$ cat config.mk
export PLATFORM = sky130hd
export DESIGN_NAME = imem_load_arbiter
export DESIGN_NICKNAME = d
export VERILOG_FILES = /design/src/rtl/imem_load_arbiter.sv
export SDC_FILE = /design/constraint.sdc
export NUM_CORES = 1
export LEC_CHECK = 0
export ABC_AREA = 0
export BUFFER_PORTS_ARGS = -buffer_cell sky130_fd_sc_hd__buf_2
export CAP_MARGIN = 20
export CORE_AREA = 4 4 81 83
export CTS_CLUSTER_DIAMETER = 60
export CTS_CLUSTER_SIZE = 25
export DETAILED_ROUTE_END_ITERATION = 10
export DIE_AREA = 0 0 85 87
export GPL_ROUTABILITY_DRIVEN = 0
export GPL_TIMING_DRIVEN = 0
export PLACE_DENSITY = 0.7
export REMOVE_ABC_BUFFERS = 1
export SYNTH_ARGS = -nofsm -noshare
export SYNTH_HDL_FRONTEND = slang
export SYNTH_SLANG_ARGS = --single-unit
$ cat constraint.sdc
create_clock -name clk -period 2.8 [get_ports clk]
set_clock_uncertainty 0.2 [all_clocks]
set_input_delay 0.28 -clock clk [delete_from_list [all_inputs] [get_ports clk]]
set_output_delay 0.28 -clock clk [all_outputs]
set_load 0.01 [all_outputs]
$ cat src/rtl/imem_load_arbiter.sv
// imem_load_arbiter
//   Owns the single port of the instruction memory and shares it between
//   CPU instruction fetch and a program loader. A load session stalls the
//   pipeline, waits for it to drain, optionally sweeps the memory to zero,
//   accepts program words over valid/ready, then releases the CPU.
//
//   Optional feature macro: IMEM_CLEAR_ON_LOAD_EN
//     When defined, a CLEAR state zeroes every word between DRAIN and LOAD.
//
// Ports
//   clk, rst_n          clock (rising edge), async active-low reset
//   fetch_addr          byte address from the PC
//   fetch_instr/valid   instruction to the IF stage, valid only in RUN
//   cpu_stall           freezes PC and pipeline registers
//   load_req            level request for a load session
//   load_busy           high whenever the arbiter is not in RUN
//   prog_valid/ready    loader word handshake
//   prog_addr/data/last loader word byte address, data, end-of-session flag
//   prog_err            sticky flag: a bad prog_addr was rejected
//   load_count          words written in the current session (saturating)
//   mem_addr/wdata/we   instruction memory word index, write data, write enable
//   mem_rdata           instruction memory asynchronous read data
//
// state | meaning
// RUN   | CPU owns the port, zero-latency fetch
// DRAIN | pipeline stalled, waiting DRAIN_CYCLES for in-flight fetches
// CLEAR | sweep every word to zero (IMEM_CLEAR_ON_LOAD_EN only)
// LOAD  | loader owns the port, one word per beat
// DONE  | settle cycle, held until load_req is released
module imem_load_arbiter #(
  parameter  int DEPTH        = 64,
  parameter  int DRAIN_CYCLES = 4,
  localparam int AW           = $clog2(DEPTH)
) (
  input  logic          clk,
  input  logic          rst_n,
  input  logic [31:0]   fetch_addr,
  output logic [31:0]   fetch_instr,
  output logic          fetch_valid,
  output logic          cpu_stall,
  input  logic          load_req,
  output logic          load_busy,
  input  logic          prog_valid,
  output logic          prog_ready,
  input  logic [31:0]   prog_addr,
  input  logic [31:0]   prog_data,
  input  logic          prog_last,
  output logic          prog_err,
  output logic [AW:0]   load_count,
  output logic [AW-1:0] mem_addr,
  output logic [31:0]   mem_wdata,
  output logic          mem_we,
  input  logic [31:0]   mem_rdata
);

  localparam int          DW         = $clog2(DRAIN_CYCLES + 1);
  localparam logic [DW-1:0] DRAIN_LAST = DW'(DRAIN_CYCLES - 1);
  localparam logic [AW:0]   COUNT_MAX  = (AW + 1)'(DEPTH);
  localparam logic [31:0]   BYTE_LIMIT = 32'(4 * DEPTH);

  typedef enum logic [2:0] {RUN, DRAIN, CLEAR, LOAD, DONE} state_t;

  state_t          state;
  logic [DW-1:0]   drain_cnt;
  logic            fetch_bad;
  logic            prog_good;
  logic            beat;

`ifdef IMEM_CLEAR_ON_LOAD_EN
  localparam logic [AW-1:0] CLEAR_LAST = AW'(DEPTH - 1);
  logic [AW-1:0]   clear_cnt;
  // Remembers a load_req drop during the sweep; the sweep itself always completes.
  logic            clear_abort;
`endif

  assign fetch_bad  = (fetch_addr >= BYTE_LIMIT) || (fetch_addr[1:0] != 2'b00);
  assign prog_good  = (prog_addr < BYTE_LIMIT) && (prog_addr[1:0] == 2'b00);
  assign prog_ready = (state == LOAD);
  assign beat       = prog_valid && prog_ready;
  assign load_busy  = (state != RUN);

  always_ff @(posedge clk or negedge rst_n) begin
    if (!rst_n) begin
      state      <= RUN;
      drain_cnt  <= '0;
      load_count <= '0;
      prog_err   <= 1'b0;
`ifdef IMEM_CLEAR_ON_LOAD_EN
      clear_cnt   <= '0;
      clear_abort <= 1'b0;
`endif
    end else begin
      case (state)
        RUN: begin
          if (load_req) begin
            state      <= DRAIN;
            drain_cnt  <= '0;
            prog_err   <= 1'b0;
            load_count <= '0;
          end
        end
        DRAIN: begin
          if (!load_req) begin
            state <= DONE;
          end else if (drain_cnt == DRAIN_LAST) begin
`ifdef IMEM_CLEAR_ON_LOAD_EN
            state       <= CLEAR;
            clear_cnt   <= '0;
            clear_abort <= 1'b0;
`else
            state <= LOAD;
`endif
          end else begin
            drain_cnt <= drain_cnt + 1'b1;
          end
        end
`ifdef IMEM_CLEAR_ON_LOAD_EN
        CLEAR: begin
          if (!load_req) clear_abort <= 1'b1;
          if (clear_cnt == CLEAR_LAST) begin
            state <= (clear_abort || !load_req) ? DONE : LOAD;
          end else begin
            clear_cnt <= clear_cnt + 1'b1;
          end
        end
`endif
        LOAD: begin
          if (beat) begin
            if (prog_good) begin
              if (load_count != COUNT_MAX) load_count <= load_count + 1'b1;
            end else begin
              prog_err <= 1'b1;
            end
          end
          if ((beat && prog_last) || !load_req) state <= DONE;
        end
        DONE: begin
          if (!load_req) state <= RUN;
        end
        default: state <= RUN;
      endcase
    end
  end

  always_comb begin
    mem_addr    = fetch_addr[AW+1:2];
    mem_wdata   = '0;
    mem_we      = 1'b0;
    fetch_instr = '0;
    fetch_valid = 1'b0;
    cpu_stall   = 1'b1;
    case (state)
      RUN: begin
        cpu_stall   = 1'b0;
        fetch_valid = 1'b1;
        // Out-of-range or misaligned fetches return a NOP rather than aliasing.
        fetch_instr = fetch_bad ? 32'h0 : mem_rdata;
      end
      LOAD: begin
        mem_addr  = prog_addr[AW+1:2];
        mem_wdata = prog_data;
        mem_we    = beat && prog_good;
      end
`ifdef IMEM_CLEAR_ON_LOAD_EN
      CLEAR: begin
        mem_addr = clear_cnt;
        mem_we   = 1'b1;
      end
`endif
      default: ;
    endcase
  end

endmodule

==> impl_results.md, run 1 <==
- Status: completed
- Hpwl dp: between 5000 and 6000 µm
- Number of synthesized flops with an enable pin: 0
- Max_cap viols: 0
- Grt ovf: 0
- CTS Buf Count: 3
- Worst-margin pin slew: around 0.61 ns
- Primary FF master, synth: dfrtp_1
- Clock Path Buffers: 2
- Sink Count: 14
- Vias/cell: 4.59
- Placement Cell Area: around 2600 µm²
- Drt wl/cell: 14.0 µm
- Via count: 2160
- DR pass1 iterations: 4
- CTS Root Buffer Type: clkbuf_8
- Avg Cell Area, Syn: between 7 and 8 µm²
- Core Box Area: a little under 6000 µm²
- Setup violations, final: 0
- Area growth syn-to-layout: 85.1%
- Critical Path Fanout Max: 21
- Number of global-route vias before repair: between 2000 and 2500
- Global-route usage over all layers: roughly 16%
- Initial Util: roughly a quarter
- # port buffers: around 220
- DR iter-0 viols: 44
- Layout cells sized above 1: 61.6%
- Clock transition at the registers of the reported paths: 0.06 ns
- Number of library cell types mapped by synthesis: 38
- Post-route minimum period: 2.66 ns
- Die area: 7400 µm²
- Die Y: 87 µm
- VDD IR max: 0.212 mV
- Yosys warning count: 0
- Max-slew violations: 0
- Sequential fraction of the synthesis area: 24.1%
- Mapped Cells: 184
- RSZ-0062 raised after global routing: yes
- First-pass GRT wire length: 9840 µm
- Crit. End Element: output pin
- Initial antenna violation count: 0
- H-Tree Level Count: 1
- Worst-Skew Late Latency: 0.24 ns
- CTS tree: yes
- N_diodes: 0
- I/O Pins: about 220
- Leak: 1.71 nW
- Final instance area: approximately 2700 µm²
- Critical Path AT: 2.18 ns
- Max-Slew Margin vs Limit: 59.0%
- Crit start category: flip-flop
- Crit Path Class: reg -> out
- Num rows: 28
- Synth async-reset ratio: 100%
- Pwr per Cell Area: 239 nW/µm²
- Antenna viol nets, final: 0
- Cell Area, Synth: roughly 1500 µm²
- Period utilization: 94.9%
- # DRC: 0
- Most common cell after layout, fill and taps aside: buf_2
- Hold Crit Class: in -> reg
- Setup TNS: 0 ns
- Die width: between 80 and 90 µm
- Worst endpoint required time: 2.32 ns
- Final Util: 46.1%
- #FFs+latches synth: 14
- Fmax: 376 MHz
- Final Hold Viols: 0
- Hold WS: roughly 0.13 ns
- Final WL: 6590 µm
- Nets: 534
- Largest net degree at the start of global routing: approximately 40
- Commonest non-fill, non-tap cells in the layout: buf_2, and2_1, and3_1
timing repair:
item,in CTS,in global routing
hold endpoints to repair,14,0
hold buffers,1,0
endpoints found under the setup margin,39,36
setup buffers,1,1
pin swaps,1,0
gates resized for setup,3,2
gates cloned,1,0
per-stage QoR:
step | cells | setup WS (ns) | power [mW]
CTS | 470 | 0.0345 | 0.652
detailed placement | 463 | -0.344 | 0.442
global placement | 462 | -0.509 | 0.436
floorplan | 172 | 0.0166 | 0.316
global route | 471 | -0.00556 | 0.695
finish | 471 | 0.142 | 0.644
kinds of logic (layout without fill, tap and decap cells):
kind of cell,after synthesis,after routing,share of synthesized area [%]
fa+ha+maj,4,4,3.44
compound gates,13,13,6.70
simple gates,125,126,53.4
buf+inv,18,229,5.24
xor+xnor,3,3,1.80
flops,14,14,24.1
mux,7,7,5.33
path summary, 6_finish.rpt:
path                               from             end  slack [ns]  cells past startpoint
min                           prog_last        state[0]        0.13                      4
max                            state[1]  fetch_instr[0]        0.14                      7
max reg2reg                    state[1]   load_count[3]        0.56                      5
min in group asynchronous         rst_n   load_count[2]        0.26                      2
max in group asynchronous         rst_n        state[1]        1.87                      2
min reg2reg                drain_cnt[2]    drain_cnt[2]        0.30                      2
cell usage after synthesis, types with 2 or more instances:
master    count  area (µm²)
inv_1         5        18.8
nand3_1       8        40.0
and2_1       34         213
a21oi_1       2        10.0
o21ai_0       4        20.0
nand2_1       9        33.8
ha_1          4        50.1
clkbuf_2      3        15.0
nor2_1        9        33.8
mux2_2        6        67.6
and3_1       33         206
clkbuf_1      7        26.3
nor4_2        2        25.0
nor3_2        2        20.0
nand4_1       3        18.8
or2_2         2        12.5
nor4_1       13        81.3
dfrtp_1      14         350
nor2b_1       3        18.8
xnor2_1       3        26.3
critical path, cell delays in order, from the launching register on:
cell	delay (ns)
dfrtp_4	0.58
or3_4	0.43
inv_2	0.07
nand4_1	0.13
a211oi_4	0.25
buf_4	0.22
and2_1	0.13
buf_2	0.13
power breakdown:
part / internal, mW / switching [mW] / total [mW]
sequential: 0.219 / 0.0195 / 0.238
clock: 0.125 / 0.0740 / 0.199
combinational: 0.113 / 0.0941 / 0.207
final cells by class:
type	count	area, µm²
fill	581	3150
tap	75	93.8
inverter	6	22.5
sequential	14	354
timing repair buffer	219	1120
multi-input combinational	153	1050
clock buffer	4	55.1
routing by layer:
metal  wire length (µm)  track usage (%)
met5                  0                0
met4                 49             3.31
met3                446             2.84
met2               3540             29.3
met1               2550             19.7
sequential cells by signal, indices dropped and copies added (netlist names):
signal,cells
drain_cnt,3
load_count,7
prog_err,1
state,3
(Power assumes the default switching activity.)
==> run 2: changes to the inputs <==
--- a/config.mk
+++ b/config.mk
@@ -8,15 +8,17 @@
 export ABC_AREA = 0
 export BUFFER_PORTS_ARGS = -buffer_cell sky130_fd_sc_hd__buf_2
 export CAP_MARGIN = 20
-export CORE_AREA = 4 4 81 83
+export CORE_AREA = 4 4 83 85
+export CTS_BUF_LIST = sky130_fd_sc_hd__clkbuf_4 sky130_fd_sc_hd__clkbuf_8
 export CTS_CLUSTER_DIAMETER = 60
 export CTS_CLUSTER_SIZE = 25
 export DETAILED_ROUTE_END_ITERATION = 10
-export DIE_AREA = 0 0 85 87
+export DIE_AREA = 0 0 87 89
 export GPL_ROUTABILITY_DRIVEN = 0
 export GPL_TIMING_DRIVEN = 0
-export PLACE_DENSITY = 0.7
+export PLACE_DENSITY = 0.76
 export REMOVE_ABC_BUFFERS = 1
+export SETUP_SLACK_MARGIN = 0.2
 export SYNTH_ARGS = -nofsm -noshare
 export SYNTH_HDL_FRONTEND = slang
 export SYNTH_SLANG_ARGS = --single-unit
==> impl_results.md, run 2 (same netlist as run 1, synthesis figures left out) <==
- Die Y: 89 µm (was 87 µm)
- Crit. End Element: output pin (unchanged)
- DR pass1 iterations: 4 (unchanged)
- Commonest non-fill, non-tap cells in the layout: buf_2, and3_1, buf_6 (was buf_2, and2_1, and3_1)
- Worst R2R Path Depth: 6 (was 5)
- Grt ovf: 0 (unchanged)
- Hpwl dp: 5540 µm (was 5420 µm)
- Largest net degree at the start of global routing: 25 (was 41)
- Die width: 87 µm (was 85 µm)
- Crit Path Class: reg -> out (unchanged)
- Post-Place Cells: 466 (was 463)
- Leak: 1.78 nW (was 1.71 nW)
- Die area: 7740 µm² (was 7400 µm²)
- Global-route usage over all layers: 15.7% (was 16.1%)
- CTS Buf Count: 3 (unchanged)
- RSZ-0062 raised after global routing: yes (unchanged)
- N_diodes: 0 (unchanged)
- Drt wl/cell: 14.8 µm (was 14.0 µm)
- R2r endpoint: load_count[3] (unchanged)
- Setup violations, final: 0 (unchanged)
- Max-Slew Margin vs Limit: 60.4% (was 59.0%)
- VDD IR max: 0.229 mV (was 0.212 mV)
- Most flop-heavy register: load_count (unchanged)
- Antenna viol nets, final: 0 (unchanged)
- Cell count of the worst hold path: 4 (unchanged)
- Most common cell after layout, fill and taps aside: buf_2 (unchanged)
- Via count: 2202 (was 2160)
- Worst-Skew Late Latency: 0.25 ns (was 0.24 ns)
- Num rows: 29 (was 28)
- Post-route minimum period: 2.62 ns (was 2.66 ns)
- Layout cells sized above 1: 68.8% (was 61.6%)
- Pwr per Cell Area: 209 nW/µm² (was 239 nW/µm²)
- Crit path cell chain: or3_4 > inv_2 > nand4_1 > a211oi_4 > buf_6 > buf_6 > and2_4 > buf_6 (was or3_4 > inv_2 > nand4_1 > a211oi_4 > buf_4 > and2_1 > buf_2)
- Initial antenna violation count: 0 (unchanged)
- Max reg flops: 7 (unchanged)
- Crit-path most repeated cell: buf_6
- Hold Crit Class: in -> reg (unchanged)
- I/O Pins: 216 (unchanged)
- Clock Path Buffers: 2 (unchanged)
- Initial Util: 23.5% (was 24.9%)
- First-pass GRT wire length: 9700 µm (was 9840 µm)
- Final Hold Viols: 0 (unchanged)
- Tot Pwr: 620 µW (was 644 µW)
- Status: completed (unchanged)
- Max-slew violations: 0 (unchanged)
- Critical Path AT: 2.14 ns (was 2.18 ns)
- Core Box Area: 6200 µm² (was 5850 µm²)
- Number of global-route vias before repair: 2098 (was 2090)
- Critical Path Fanout Max: 7 (was 21)
- Fillers: 595 (was 581)
- Reg2Reg Setup Slack: 0.51 ns (was 0.56 ns)
- CTS tree: yes (unchanged)
- H-Tree Level Count: 1 (unchanged)
- Hold_sp: prog_last (unchanged)
- Fmax: 382 MHz (was 376 MHz)
- # port buffers: 215 (unchanged)
- Crit start category: flip-flop (unchanged)
- Top flop regs: load_count: 7 flops, drain_cnt: 3 flops, state: 3 flops (unchanged)
- # DRC: 0 (unchanged)
- Vias/cell: 4.61 (was 4.59)
- Critical path's slowest cell: dfrtp_4 (unchanged)
- Area growth syn-to-layout: 103% (was 85.1%)
- Worst R2R Start: state[1] (unchanged)
- Sink Count: 14 (unchanged)
- Hold WS: 0.131 ns (was 0.127 ns)
- Max_cap viols: 0 (unchanged)
- Setup TNS: 0 ns (unchanged)
- Worst endpoint required time: 2.32 ns (about the same)
- Crit-path max cell delay: 0.47 ns (was 0.58 ns)
- Worst-margin pin slew: 0.586 ns (was 0.607 ns)
- Period utilization: 93.5% (was 94.9%)
- Clock transition at the registers of the reported paths: 0.06 ns (about the same)
- Nets: 540 (was 534)
- Min-Delay Endpoint: state[0] (unchanged)
- DR iter-0 viols: 27 (was 44)
- CTS Root Buffer Type: clkbuf_8 (unchanged)
- Final WL: 7060 µm (was 6590 µm)
- Final non-filler cell total: 478 (was 471)
-- run 2: worst max path at each step --
stage,start,slack (ns),end
detailed placement,state[1],-0.33,fetch_instr[11]
floorplan,state[1],0.02,fetch_instr[0]
CTS,state[0],0.20,fetch_instr[26]
global placement,state[1],-0.52,fetch_instr[10]
global route,state[1],0.09,fetch_instr[7]
finish,state[1],0.18,fetch_instr[22]
-- run 2: where the power goes --
part	switching (mW)	internal, mW
clock	0.0712	0.0953
combinational	0.102	0.117
sequential	0.0152	0.219
-- run 2: timing repair --
action | CTS | global route
buffers inserted | 5 | 1
cloned | 2 | 0
endpoints found under the hold margin | 14 | 0
gates resized for setup | 11 | 57
pin swaps | 1 | 27
hold buffers | 1 | 0
endpoints found under the setup margin | 39 | 36
-- run 2: cell type report --
cell class	count	area, µm²	area share (%)
inverters	6	22.5	0.760
well taps	77	96.3	3.25
multi-input cells	152	1110	37.6
repair buffers	226	1330	45.0
flip-flops and latches	14	355	12.0
clock buffers	3	41.3	1.39
-- run 2: layer usage --
metal / global-route usage (%) / vias up / wire length (µm)
met5: 0 / - / 0
met4: 3.68 / 0 / 91
met3: 2.58 / 9 / 530
met2: 29.5 / 88 / 3980
met1: 18.5 / 1008 / 2460
li1: - / 1097 / -
-- run 2: metrics by stage --
stage	setup WS (ns)	instance area, µm²	utilization (%)
detailed placement	-0.327	2590	41.8
global route	0.0875	2960	47.7
finish	0.182	2960	47.7
floorplan	0.0166	1400	-
CTS	0.204	2730	43.9
global placement	-0.516	2570	41.5
-- run 2: worst max-delay path: cells and delay by family, from the launching register on --
| kind | cells | cell delay, ns |
|---|---|---|
| buffers and inverters | 4 | 0.46 |
| AND/OR/NAND/NOR | 3 | 0.71 |
| AO/OA/AOI/OAI | 1 | 0.25 |
| flip-flops | 1 | 0.47 |
==> run 3: changes to the inputs <==
--- a/config.mk
+++ b/config.mk
@@ -17,6 +17,7 @@
 export GPL_ROUTABILITY_DRIVEN = 0
 export GPL_TIMING_DRIVEN = 0
 export PLACE_DENSITY = 0.76
+export RECOVER_POWER = 25
 export REMOVE_ABC_BUFFERS = 1
 export SETUP_SLACK_MARGIN = 0.2
 export SYNTH_ARGS = -nofsm -noshare
==> constraint.sdc (replaced) <==
create_clock -name clk -period 3 [get_ports clk]
set_clock_uncertainty 0.2 [all_clocks]
set_input_delay 0.3 -clock clk [delete_from_list [all_inputs] [get_ports clk]]
set_output_delay 0.3 -clock clk [all_outputs]
set_load 0.01 [all_outputs]
==> impl_results.md, run 3 (same netlist as run 1, synthesis figures left out) <==
- Final WL: 6590 µm (was 7060 µm)
- CTS Buf Count: 3 (unchanged)
- Placement Cell Area: 2590 µm² (unchanged)
- Max-Slew Margin vs Limit: 49.2% (was 60.4%)
- Period utilization: about nine tenths
- Die area: 7740 µm² (unchanged)
- Worst endpoint required time: 2.50 ns (was 2.32 ns)
- Pwr per Cell Area: 213 nW/µm² (was 209 nW/µm²)
- Worst slack at placement: -0.147 ns (was -0.327 ns)
- Number of global-route vias before repair: 2021 (was 2098)
- Status: completed (unchanged)
- Critical Path Fanout Max: 14 (was 7)
- Layout cells sized above 1: 58.9% (was 68.8%)
- N_diodes: 0 (unchanged)
- CTS Root Buffer Type: clkbuf_8 (unchanged)
- Core Box Area: 6200 µm² (unchanged)
- Post-route minimum period: ~2.7 ns
- Max-slew violations: 0 (unchanged)
- Die Y: 89 µm (unchanged)
- Drt wl/cell: 13.9 µm (was 14.8 µm)
- Grt ovf: 0 (unchanged)
- Antenna viol nets, final: 0 (unchanged)
- Sink Count: 14 (unchanged)
- Hpwl dp: 5540 µm (unchanged)
- Hold Crit Class: in -> reg (unchanged)
- VDD IR max: 0.191 mV (was 0.229 mV)
- Via count: 2131 (was 2202)
- Crit-path max cell delay: 0.53 ns (was 0.47 ns)
- Final setup margin: 0.261 ns (was 0.182 ns)
- Most common cell after layout, fill and taps aside: buf_2 (unchanged)
- Largest net degree at the start of global routing: 41 (was 25)
- Setup TNS: 0 ns (unchanged)
- I/O Pins: 216 (unchanged)
- # port buffers: 215 (unchanged)
- Max_cap viols: 0 (unchanged)
- Crit. End Element: output pin (unchanged)
- Clock transition at the registers of the reported paths: 0.05 ns (was 0.06 ns)
- Worst-margin pin slew: 0.763 ns (was 0.586 ns)
- Top delay family on crit path: simple AND/OR/NAND/NOR gates (unchanged)
- Global-route usage over all layers: 14.8% (was 15.7%)
- Final Hold Viols: 0 (unchanged)
- Fmax: ~370 MHz
- Post-Place Cells: 466 (unchanged)
- Initial antenna violation count: 0 (unchanged)
- Worst-Skew Late Latency: 0.25 ns (about the same)
- Max reg flops: 7 (unchanged)
- Vias/cell: 4.50 (was 4.61)
- Area growth syn-to-layout: 84.0% (was 103%)
- Die width: 87 µm (unchanged)
- Nets: 536 (was 540)
- Leak: 1.67 nW (was 1.78 nW)
- Final instance area: 2680 µm² (was 2960 µm²)
- CTS tree: yes (unchanged)
- Crit start category: flip-flop (unchanged)
- Initial Util: 23.5% (unchanged)
- First-pass GRT wire length: 9160 µm (was 9700 µm)
- Top flop regs: load_count: 7 flops, drain_cnt: 3 flops, state: 3 flops (unchanged)
- Most flop-heavy register: load_count (unchanged)
- H-Tree Level Count: 1 (unchanged)
- Num rows: 29 (unchanged)
- Final non-filler cell total: 474 (was 478)
- Crit Path Class: reg -> out (unchanged)
- Fillers: 637 (was 595)
- Critical Path AT: 2.24 ns (was 2.14 ns)
- Clock Path Buffers: 2 (unchanged)
- Hold WS: 0.152 ns (was 0.131 ns)
- # DRC: 0 (unchanged)
- Commonest non-fill, non-tap cells in the layout: buf_2, and2_1, and3_1 (was buf_2, and3_1, buf_6)
- DR iter-0 viols: 18 (was 27)
- DR pass1 iterations: 4 (unchanged)
- Critical path's slowest cell: dfrtp_1 (was dfrtp_4)
- Worst path bufs/invs: 3 (was 4)
- RSZ-0062 raised after global routing: yes (unchanged)
- Setup violations, final: 0 (unchanged)
- Crit path cell chain: or3_4 > inv_2 > nand4_1 > a211oi_4 > buf_6 > and2_1 > buf_2 (was or3_4 > inv_2 > nand4_1 > a211oi_4 > buf_6 > buf_6 > and2_4 > buf_6)
-- run 3: cell types whose count changed in the layout (fill, tap and decap cells not counted), sizes merged --
cell / previous run / this run
clkbuf: 3 / 14
buf: 225 / 210
-- run 3: final cells by class --
type,instances,area (µm²),share of cell area (%)
inverters,6,22.5,0.840
multi-input cells,152,1050,39.0
flip-flops and latches,14,350,13.1
well taps,77,96.3,3.59
repair buffers,222,1120,41.9
clock buffers,3,41.3,1.54
-- run 3: path summary, 6_finish.rpt --
kind	start	end	slack, ns	cells after the start
setup / recovery	state[1]	fetch_instr[14]	0.26	7
hold / removal	prog_last	state[0]	0.15	4
setup reg to reg	state[1]	load_count[3]	0.79	5
hold reg to reg	prog_err	prog_err	0.31	2
max in group asynchronous	rst_n	state[1]	1.68	2
min in group asynchronous	rst_n	load_count[0]	0.44	2
-- run 3: worst min-delay path, cell delays in order --
cell and delay (ns):
buf_2 0.09, nand2_1 0.05, nand2_1 0.05, a21boi_0 0.07
-- run 3: metal layers --
layer  vias to the layer above  wire (µm)  global-route usage (%)
met5                         -          0                       0
met4                         0         90                    4.25
met3                         9        460                    2.58
met2                        84       3610                    27.5
met1                       949       2430                    17.3
li1                       1089          -                       -
-- run 3: repair_timing --
item | CTS | global route
setup buffers | 1 | 3
setup endpoints to repair | 39 | 36
hold buffers | 1 | 0
endpoints found under the hold margin | 14 | 0
pin swaps | 1 | 1
resized for setup | 4 | 3
-- run 3: where the power goes --
group	switching [mW]	internal, mW	leakage, nW
clock network	0.0639	0.0889	0.0216
registers	0.0169	0.204	0.191
logic	0.0898	0.106	1.46
-- run 3: stage by stage --
stage          util, %  power [mW]
6_report          43.2       0.570
5_1_grt           43.2       0.613
4_1_cts           43.0       0.572
3_5_place_dp      41.8       0.415
3_3_place_gp      41.5       0.406
2_1_floorplan        -       0.295
